[src/rtl/axi_if_pkg.sv]
// -----------------------------------------------------------------------------
// axi_if_pkg
// Shared AXI4-Lite definitions for the interconnect-side blocks.
//   axi_prm_t          : port width bundle (address / read-data widths)
//   AXI_PRM_DEFAULT    : 32-bit address, 32-bit read data
//   axi_rd_arb_state_t : read arbiter FSM state (IDLE, ADDR, DATA)
// -----------------------------------------------------------------------------
package axi_if_pkg;

    typedef struct packed {
        int unsigned ADDR_WIDTH;
        int unsigned RDATA_WIDTH;
    } axi_prm_t;

    localparam axi_prm_t AXI_PRM_DEFAULT = '{ADDR_WIDTH: 32, RDATA_WIDTH: 32};

    typedef enum logic [1:0] {
        IDLE = 2'd0,
        ADDR = 2'd1,
        DATA = 2'd2
    } axi_rd_arb_state_t;

endpackage

[src/rtl/rr_pick.sv]
// -----------------------------------------------------------------------------
// rr_pick
// Combinational round-robin priority picker, shared by the read and write
// arbiters. Searches req from ptr upward, wrapping N-1 -> 0.
//   req   [N]  : request bits
//   ptr   [IW] : search start index (must be < N)
//   found      : any request set
//   idx   [IW] : first requester found from ptr (0 when none)
// -----------------------------------------------------------------------------
module rr_pick #(
    parameter int N  = 2,
    parameter int IW = (N > 1) ? $clog2(N) : 1
) (
    input  logic [N-1:0]  req,
    input  logic [IW-1:0] ptr,
    output logic          found,
    output logic [IW-1:0] idx
);

    always_comb begin
        logic [IW-1:0] cand;
        found = 1'b0;
        idx   = '0;
        cand  = '0;
        // Walk from the farthest candidate back to ptr so the nearest
        // requester in round-robin order is the last one written.
        for (int k = N - 1; k >= 0; k--) begin
            cand = IW'((int'(ptr) + k) % N);
            if (req[cand]) begin
                found = 1'b1;
                idx   = cand;
            end
        end
    end

endmodule

[src/rtl/axi_lite_rd_arbiter.sv]
// -----------------------------------------------------------------------------
// axi_lite_rd_arbiter
// Round-robin arbiter sharing one AXI4-Lite read port among N requesters.
// One transaction outstanding at a time: IDLE (arbitrate + accept AR),
// ADDR (present AR to the shared port), DATA (route the single R beat).
// Ports:
//   ACLK, ARESET                      : clock, async active-high reset
//   s_arvalid/s_arready/s_araddr      : per-requester AR channel
//   s_rvalid/s_rready                 : per-requester R handshake
//   s_rdata/s_rresp                   : R payload, broadcast to all requesters
//   m_arvalid/m_arready/m_araddr      : shared AR channel (registered valid/addr)
//   m_rvalid/m_rready/m_rdata/m_rresp : shared R channel
// -----------------------------------------------------------------------------
module axi_lite_rd_arbiter
    import axi_if_pkg::*;
#(
    parameter int N          = 2,
    parameter int ADDR_WIDTH = int'(AXI_PRM_DEFAULT.ADDR_WIDTH),
    parameter int DATA_WIDTH = int'(AXI_PRM_DEFAULT.RDATA_WIDTH)
) (
    input  logic                    ACLK,
    input  logic                    ARESET,
    input  logic [N-1:0]            s_arvalid,
    output logic [N-1:0]            s_arready,
    input  logic [N*ADDR_WIDTH-1:0] s_araddr,
    output logic [N-1:0]            s_rvalid,
    input  logic [N-1:0]            s_rready,
    output logic [DATA_WIDTH-1:0]   s_rdata,
    output logic [1:0]              s_rresp,
    output logic                    m_arvalid,
    input  logic                    m_arready,
    output logic [ADDR_WIDTH-1:0]   m_araddr,
    input  logic                    m_rvalid,
    output logic                    m_rready,
    input  logic [DATA_WIDTH-1:0]   m_rdata,
    input  logic [1:0]              m_rresp
);

    localparam int IW = (N > 1) ? $clog2(N) : 1;

    axi_rd_arb_state_t state, state_nxt;
    logic [IW-1:0]     gnt, ptr, win;
    logic              found;
    logic [ADDR_WIDTH-1:0] req_addr [N];

    for (genvar i = 0; i < N; i++) begin : g_addr
        assign req_addr[i] = s_araddr[i*ADDR_WIDTH +: ADDR_WIDTH];
    end

    rr_pick #(.N(N), .IW(IW)) u_pick (
        .req   (s_arvalid),
        .ptr   (ptr),
        .found (found),
        .idx   (win)
    );

    // R payload is a pure pass-through; only the valid/ready pair is steered.
    assign s_rdata = m_rdata;
    assign s_rresp = m_rresp;

    always_ff @(posedge ACLK or posedge ARESET) begin
        if (ARESET) state <= IDLE;
        else        state <= state_nxt;
    end

    always_comb begin
        state_nxt = state;
        s_arready = '0;
        s_rvalid  = '0;
        m_rready  = 1'b0;
        case (state)
            IDLE: begin
                // Grant and accept happen in the same cycle, so a requester
                // that drops valid early simply never gets picked.
                if (found) begin
                    s_arready[win] = 1'b1;
                    state_nxt      = ADDR;
                end
            end
            ADDR: begin
                // m_rvalid here would be a protocol violation; ignored.
                if (m_arready) state_nxt = DATA;
            end
            DATA: begin
                s_rvalid[gnt] = m_rvalid;
                m_rready      = s_rready[gnt];
                if (m_rvalid && s_rready[gnt]) state_nxt = IDLE;
            end
            default: state_nxt = IDLE;
        endcase
        // Keep handshakes quiet for the whole reset window, not just after
        // the state register has been cleared.
        if (ARESET) begin
            s_arready = '0;
            s_rvalid  = '0;
            m_rready  = 1'b0;
        end
    end

    always_ff @(posedge ACLK or posedge ARESET) begin
        if (ARESET) begin
            gnt       <= '0;
            ptr       <= '0;
            m_arvalid <= 1'b0;
            m_araddr  <= '0;
        end else begin
            case (state)
                IDLE: if (found) begin
                    gnt       <= win;
                    m_araddr  <= req_addr[win];
                    m_arvalid <= 1'b1;
                end
                ADDR: if (m_arready) m_arvalid <= 1'b0;
                DATA: if (m_rvalid && s_rready[gnt]) begin
                    // Just-served requester becomes lowest priority.
                    ptr <= (int'(gnt) == N - 1) ? '0 : gnt + 1'b1;
                end
                default: ;
            endcase
        end
    end

endmodule

[config.mk]
export PLATFORM = sky130hd
export DESIGN_NAME = axi_lite_rd_arbiter
export DESIGN_NICKNAME = d
export VERILOG_FILES = /design/src/rtl/axi_if_pkg.sv /design/src/rtl/rr_pick.sv /design/src/rtl/axi_lite_rd_arbiter.sv
export SDC_FILE = /design/constraint.sdc
export NUM_CORES = 1
export LEC_CHECK = 0
export BUFFER_PORTS_ARGS = -buffer_cell sky130_fd_sc_hd__buf_4
export CAP_MARGIN = 15
export CORE_ASPECT_RATIO = 0.5
export CORE_MARGIN = 3
export CORE_UTILIZATION = 44
export CTS_BUF_LIST = sky130_fd_sc_hd__clkbuf_4 sky130_fd_sc_hd__clkbuf_8 sky130_fd_sc_hd__clkbuf_16
export DETAILED_ROUTE_END_ITERATION = 7
export PLACE_DENSITY = 0.93
export SLEW_MARGIN = 0
export SYNTH_ARGS = -nofsm -noshare
export SYNTH_HDL_FRONTEND = slang
export SYNTH_SLANG_ARGS = --single-unit
export TNS_END_PERCENT = 10
[constraint.sdc]
create_clock -name ACLK -period 3.7 [get_ports ACLK]
set_clock_uncertainty 0.2 [all_clocks]
set_input_delay 0.555 -clock ACLK [delete_from_list [all_inputs] [get_ports ACLK]]
set_output_delay 0.555 -clock ACLK [all_outputs]
set_load 0.02 [all_outputs]
; Word level (Yosys, flattened, before mapping)
; Cells that the tools add are included.
[word_totals]
inputBits = 106
wordCells = 62
regBits = 37
[classes]
eq_ne = 5
bitwise = 2
add_sub_neg = 2
n_lt_le_gt_ge = 7
reduce_logical = 9
n_mux = 32
[ops]
columns = operator, n
row1 = $mux W32, 3
row2 = $mux W1, 17
row3 = $mux W2, 8
row4 = $lt A1 B2 Y1 const B, 4
row5 = $ne A2 B2 Y1 const B, 3
row6 = $pmux W2 S3, 1
row7 = $reduce_and A3 Y1, 2
row8 = $reduce_and A2 Y1, 2
row9 = $logic_and A1 B1 Y1, 3
row10 = $add A1 B1 Y1 const B, 2
row11 = $and A2 B2 Y2, 1
row12 = $demux W1 S1, 2
row13 = $eq A2 B1 Y1 const B, 1
row14 = $eq A2 B2 Y1 const B, 1
row15 = $ge A1 B1 Y1 const B, 2
row16 = $ge A2 B2 Y1 const B, 1
row17 = $logic_not A2 Y1, 1
row18 = $not A1 Y2, 1
row19 = $pmux W1 S2, 1
row20 = $reduce_bool A2 Y1, 1

; Logic depth before layout (Yosys ltp)
[logic_depth]
depth_word = 12
depth_mapped = 7

; Cells and area by module
; A second synthesis with hierarchy kept.
[unflattened]
cells_unflattened = 207
area_unflattened_um2 = 2009.4
[modules_own_cells]
columns = mod, cells_per_inst, instances, seq_area_each_um2, area_each_um2
row1 = axi_lite_rd_arbiter, 204, 1, 925.9, 1991.9
row2 = rr_pick, 3, 1, 0.0, 17.5

; Worst setup path after synthesis
; No wires, ideal clock.
[synth_path]
path_kind = in2out
from = input port ARESET
to = output port s_arready[1]
n_path_buf = 0
path_stages = 2
arrival_time_ns = 1.746
setup_slack_ns = 1.199
required_ns = 2.945
cell_sequence = inv_1 -> and3_1
[synth_via]
elab_chain_len = 1
[synth_lines]
columns = element, line_no
row1 = start: declaration, axi_lite_rd_arbiter.sv:22  ; input logic ARESET,
row2 = $mux W2, axi_lite_rd_arbiter.sv:93  ; if (ARESET) begin
row3 = end: declaration, axi_lite_rd_arbiter.sv:24  ; output logic [N-1:0] s_arready,
; No other way between the ends.

; Worst setup path after layout
[layout_path]
from = register ptr
to = output port s_arready[0]
[layout_via]
elab_chain_len = 12
elab_cells_between_ends = 17
cone_classes = add/sub: 1 / order compare: 2 / mux: 13 / reduce/logical: 1
[layout_lines]
columns = element, line_no
row1 = start: declaration, axi_lite_rd_arbiter.sv:42  ; logic [IW-1:0] gnt, ptr, win;
row2 = start signal: assignment, axi_lite_rd_arbiter.sv:116  ; ptr <= (int'(gnt) == N - 1) ? '0 : gnt + 1'b1;
row3 = $add A1 B1 Y1, rr_pick.sv:28  ; cand = IW'((int'(ptr) + k) % N);
row4 = $mux W1 (not written as such) (2 in series), rr_pick.sv:29  ; if (req[cand]) begin
row5 = $mux W1 (2 in series), rr_pick.sv:29
row6 = $lt A1 B2 Y1 (not written as such) / $ge A1 B1 Y1 (equally long branches), axi_lite_rd_arbiter.sv:76  ; s_arready[win] = 1'b1;
row7 = $logic_and A1 B1 Y1 (not written as such), axi_lite_rd_arbiter.sv:76
row8 = $mux W1 (not written as such), axi_lite_rd_arbiter.sv:76
row9 = $demux W1 S1, axi_lite_rd_arbiter.sv:76
row10 = $mux W2 (*), axi_lite_rd_arbiter.sv:75  ; if (found) begin
row11 = $mux W2 (*), axi_lite_rd_arbiter.sv:71  ; case (state)
row12 = $mux W2 (*), axi_lite_rd_arbiter.sv:93
; Every way passes the cells marked *; elsewhere a longest branch is shown, timed or not. The select of a mux whose other input is x is not followed.

==> impl_metrics.csv <==
group,metric,value,unit
synthesis,synth_edf_count,0,
grt,antenna_found_initial,0,
job,cap_violations,0,
placed_design,hpwl,5.46,mm
critical_path,reg2regPathDepth,4,
power,intPower,0.00133,W
clocking,clkSlewWorstSetupHoldPaths,0.07,ns
synthesis,synth_area,2350,µm²
power,powerDensity,794,nW/µm²
critical_path,worstSetupPathType,"flip-flop to primary output",
route,met2WireLength,4.28,mm
route,dr_wl_met3,708,µm
clocking,clkLatencyLatePin,0.29,ns
route,vias,2278,
synthesis,yosysWarningCount,0,
final_layout,drive_gt1_frac,0.491,
final_layout,seq_area,926,µm²
die,placementRows,18,
route,drc_errors,0,
clocking,cts_buffers,5,
route,dr.pass1.iters,5,
clocking,clock_sinks,37,
sta,tightest_slew,1.11,ns
critical_path,max_stage_delay,0.86,ns
critical_path,reg2reg_from,"state[0]",
route,drt_iter0_drc,243,
synthesis,ys_async_sr_fraction,1.00,
placed_design,gp_congestion,0.848,
clocking,cts_root_buf,"clkbuf_8",
power,pwr-share-comb,0.551,
min_path,hold_class,"input pin to flip-flop",
final_layout,diodes,0,
clocking,cts_setup_buffers,0,
route,routed.top_layer,"met4",
min_path,worstHoldEndpoint,"state[0]",
route,routed_wl,7.86,mm
critical_path,crit_slowest_cell,"nor2b_2",
critical_path,regToRegSetupSlack,1.33,ns
sta,fin_setup_tns,0,ns
critical_path,start_kind,"flip-flop",
final_layout,fill_cells,372,
die,die_h,57.6,µm
critical_path,required,2.94,ns
die,core_area,5040,µm²
clocking,hold_buffers,0,
grt,grt_pass1_vias,2254,
power,p_leak,1.30,nW
route,vias_per_cell,5.90,
route,wl_per_cell,20.4,µm
synthesis,ys_ff_latch,37,
final_layout,area_growth,28.3,%
placed_design,port_buffers,109,
synthesis,avgSynthCellArea,9.28,µm²
grt,grt_overflow,0,
route,drtAntennaViolNets,0,
sta,drv_slew,0,
power,p_sw,0.00107,W
synthesis,synthCells,253,
sta,min_period,2.97,ns
sta,finalHoldViolations,0,
power,pwr-share-seq,0.316,
critical_path,path_max_fanout,33,
sta,worst_slew_margin_rel,0.259,
synthesis,synth_nets,359,
grt,grt_max_degree,38,
grt,grt_pass1_wl,11.8,mm
critical_path,path_cells,"nor2b_2, nor2_1, nor3_1, buf_4",
synthesis,ys_types,26,
synthesis,synth.top_cells.by_count,"dfrtp_1 (37), buf_4 (34), o21ai_0 (33)",
synthesis,synth.area.top_cells,"dfrtp_1 (39%), a31oi_2 (16%), buf_4 (11%)",
synthesis,yosys.area.top_type,"dfrtp_1",
final_layout,postLayoutCoreUtil,0.597,
die,dieArea,6300,µm²
sta,fmax,336,MHz
critical_path,r2r_end,"m_araddr[24]",
critical_path,crit_arrival,2.22,ns
sta,finalCritPeriodShare,0.804,
route,met1_length,2.65,mm
clocking,cts_max_level,2,
die,die_w,109,µm
sta,setup_viol,0,
clocking,cts_tree,"done",
outcome,status,"complete, no violations",
die,initial_utilization,0.465,
power,p_sw_frac,0.446,
min_path,worstHoldStart,"m_arready",
synthesis,netlist.area_leader.share,0.394,
power,clkPwrFrac,0.133,
clocking,cts_resized,0,
synthesis,synth.most_common_cell,"dfrtp_1",
min_path,whs_path_depth,2,
die,io_pins,178,
sta,rsz0062_at_grt,"false",
final_layout,final_nets,421,
final_layout,multiInputGateArea,1020,µm²
synthesis,synth-seq-area-share,0.394,
synthesis,synth-main-ff-cell,"dfrtp_1",
power,peakVddDrop,307,µV
critical_path,endpoint_kind,"primary output",
clocking,cts.path.max_buffers,2,
grt,grt.total_usage,0.238,
[sequential cells by signal, summed over array words and instances (netlist names)]
| name | cells |
|---|---|
| gnt | 1 |
| ptr | 1 |
| m_araddr | 32 |
| state | 2 |
| m_arvalid | 1 |
[layout make-up]
class	instances	share of cell area
Clock buffer	7	0.0320
Inverter	4	0.00499
Clock inverter	1	0.00166
Multi-Input combinational cell	154	0.340
Tap cell	70	0.0291
Sequential cell	37	0.308
Timing Repair Buffer	113	0.284
[power groups by stage]
stage                     sequential, W  combinational [W]  clock (W)
after global placement         0.000747            0.00125          0
final                          0.000756            0.00132   0.000317
after floorplan                0.000950           0.000684          0
after detailed placement       0.000754            0.00129          0
after global routing           0.000774            0.00140   0.000336
after CTS                      0.000749            0.00131   0.000317
[worst max path at each step]
stage	from	endpoint	slack (ns)
after global placement	s_arvalid[0]	s_arready[0]	0.97
after detailed placement	s_arvalid[0]	s_arready[0]	0.91
after global routing	ptr	s_arready[0]	0.61
after floorplan	ARESET	s_arready[1]	1.20
final	ptr	s_arready[0]	0.73
after CTS	ptr	s_arready[0]	0.79
[through the flow]
step	hold slack [ns]	total power, W	setup slack (ns)	cell area (µm²)	cells
after floorplan	0.304	0.00163	1.20	2350	253
after global placement	0.277	0.00199	0.965	2890	377
after detailed placement	0.287	0.00205	0.910	2890	377
after CTS	0.239	0.00237	0.791	3000	385
after global routing	0.242	0.00251	0.609	3010	386
final	0.242	0.00239	0.727	3010	386
[worst max-delay path, delay by kind of cell, from the launching register on]
kind | cells | cell delay, ns
buf+inv | 1 | 0.17
simple gates | 3 | 1.34
flops | 1 | 0.40
[per-layer routing]
metal,vias up,GRT usage
li1,1005,-
met1,1129,0.270
met2,113,0.438
met3,31,0.0545
met4,0,0.101
met5,-,0
[cell families (layout without fill, tap and decap cells)]
logic type	Yosys count	count (layout)	share of synthesized area
flip-flops	37	37	0.394
buffers and inverters	62	125	0.170
multiplexers	2	2	0.00853
AO/OA/AOI/OAI	100	100	0.312
AND/OR/NAND/NOR	52	52	0.115
[layout by cell type (no fill, tap or decap), types with 2 or more instances in the layout]
cell	instances
a21oi_1	32
a31oi_1	2
a31oi_2	30
and3_1	2
buf_4	112
clkbuf_8	7
dfrtp_1	37
inv_1	3
mux2i_1	2
nand2_1	5
nand2b_1	2
nand3_1	32
nor2_1	2
nor3_1	2
o21ai_0	33
o21ai_1	2
No activity file was read; power rests on OpenSTA's default activity.
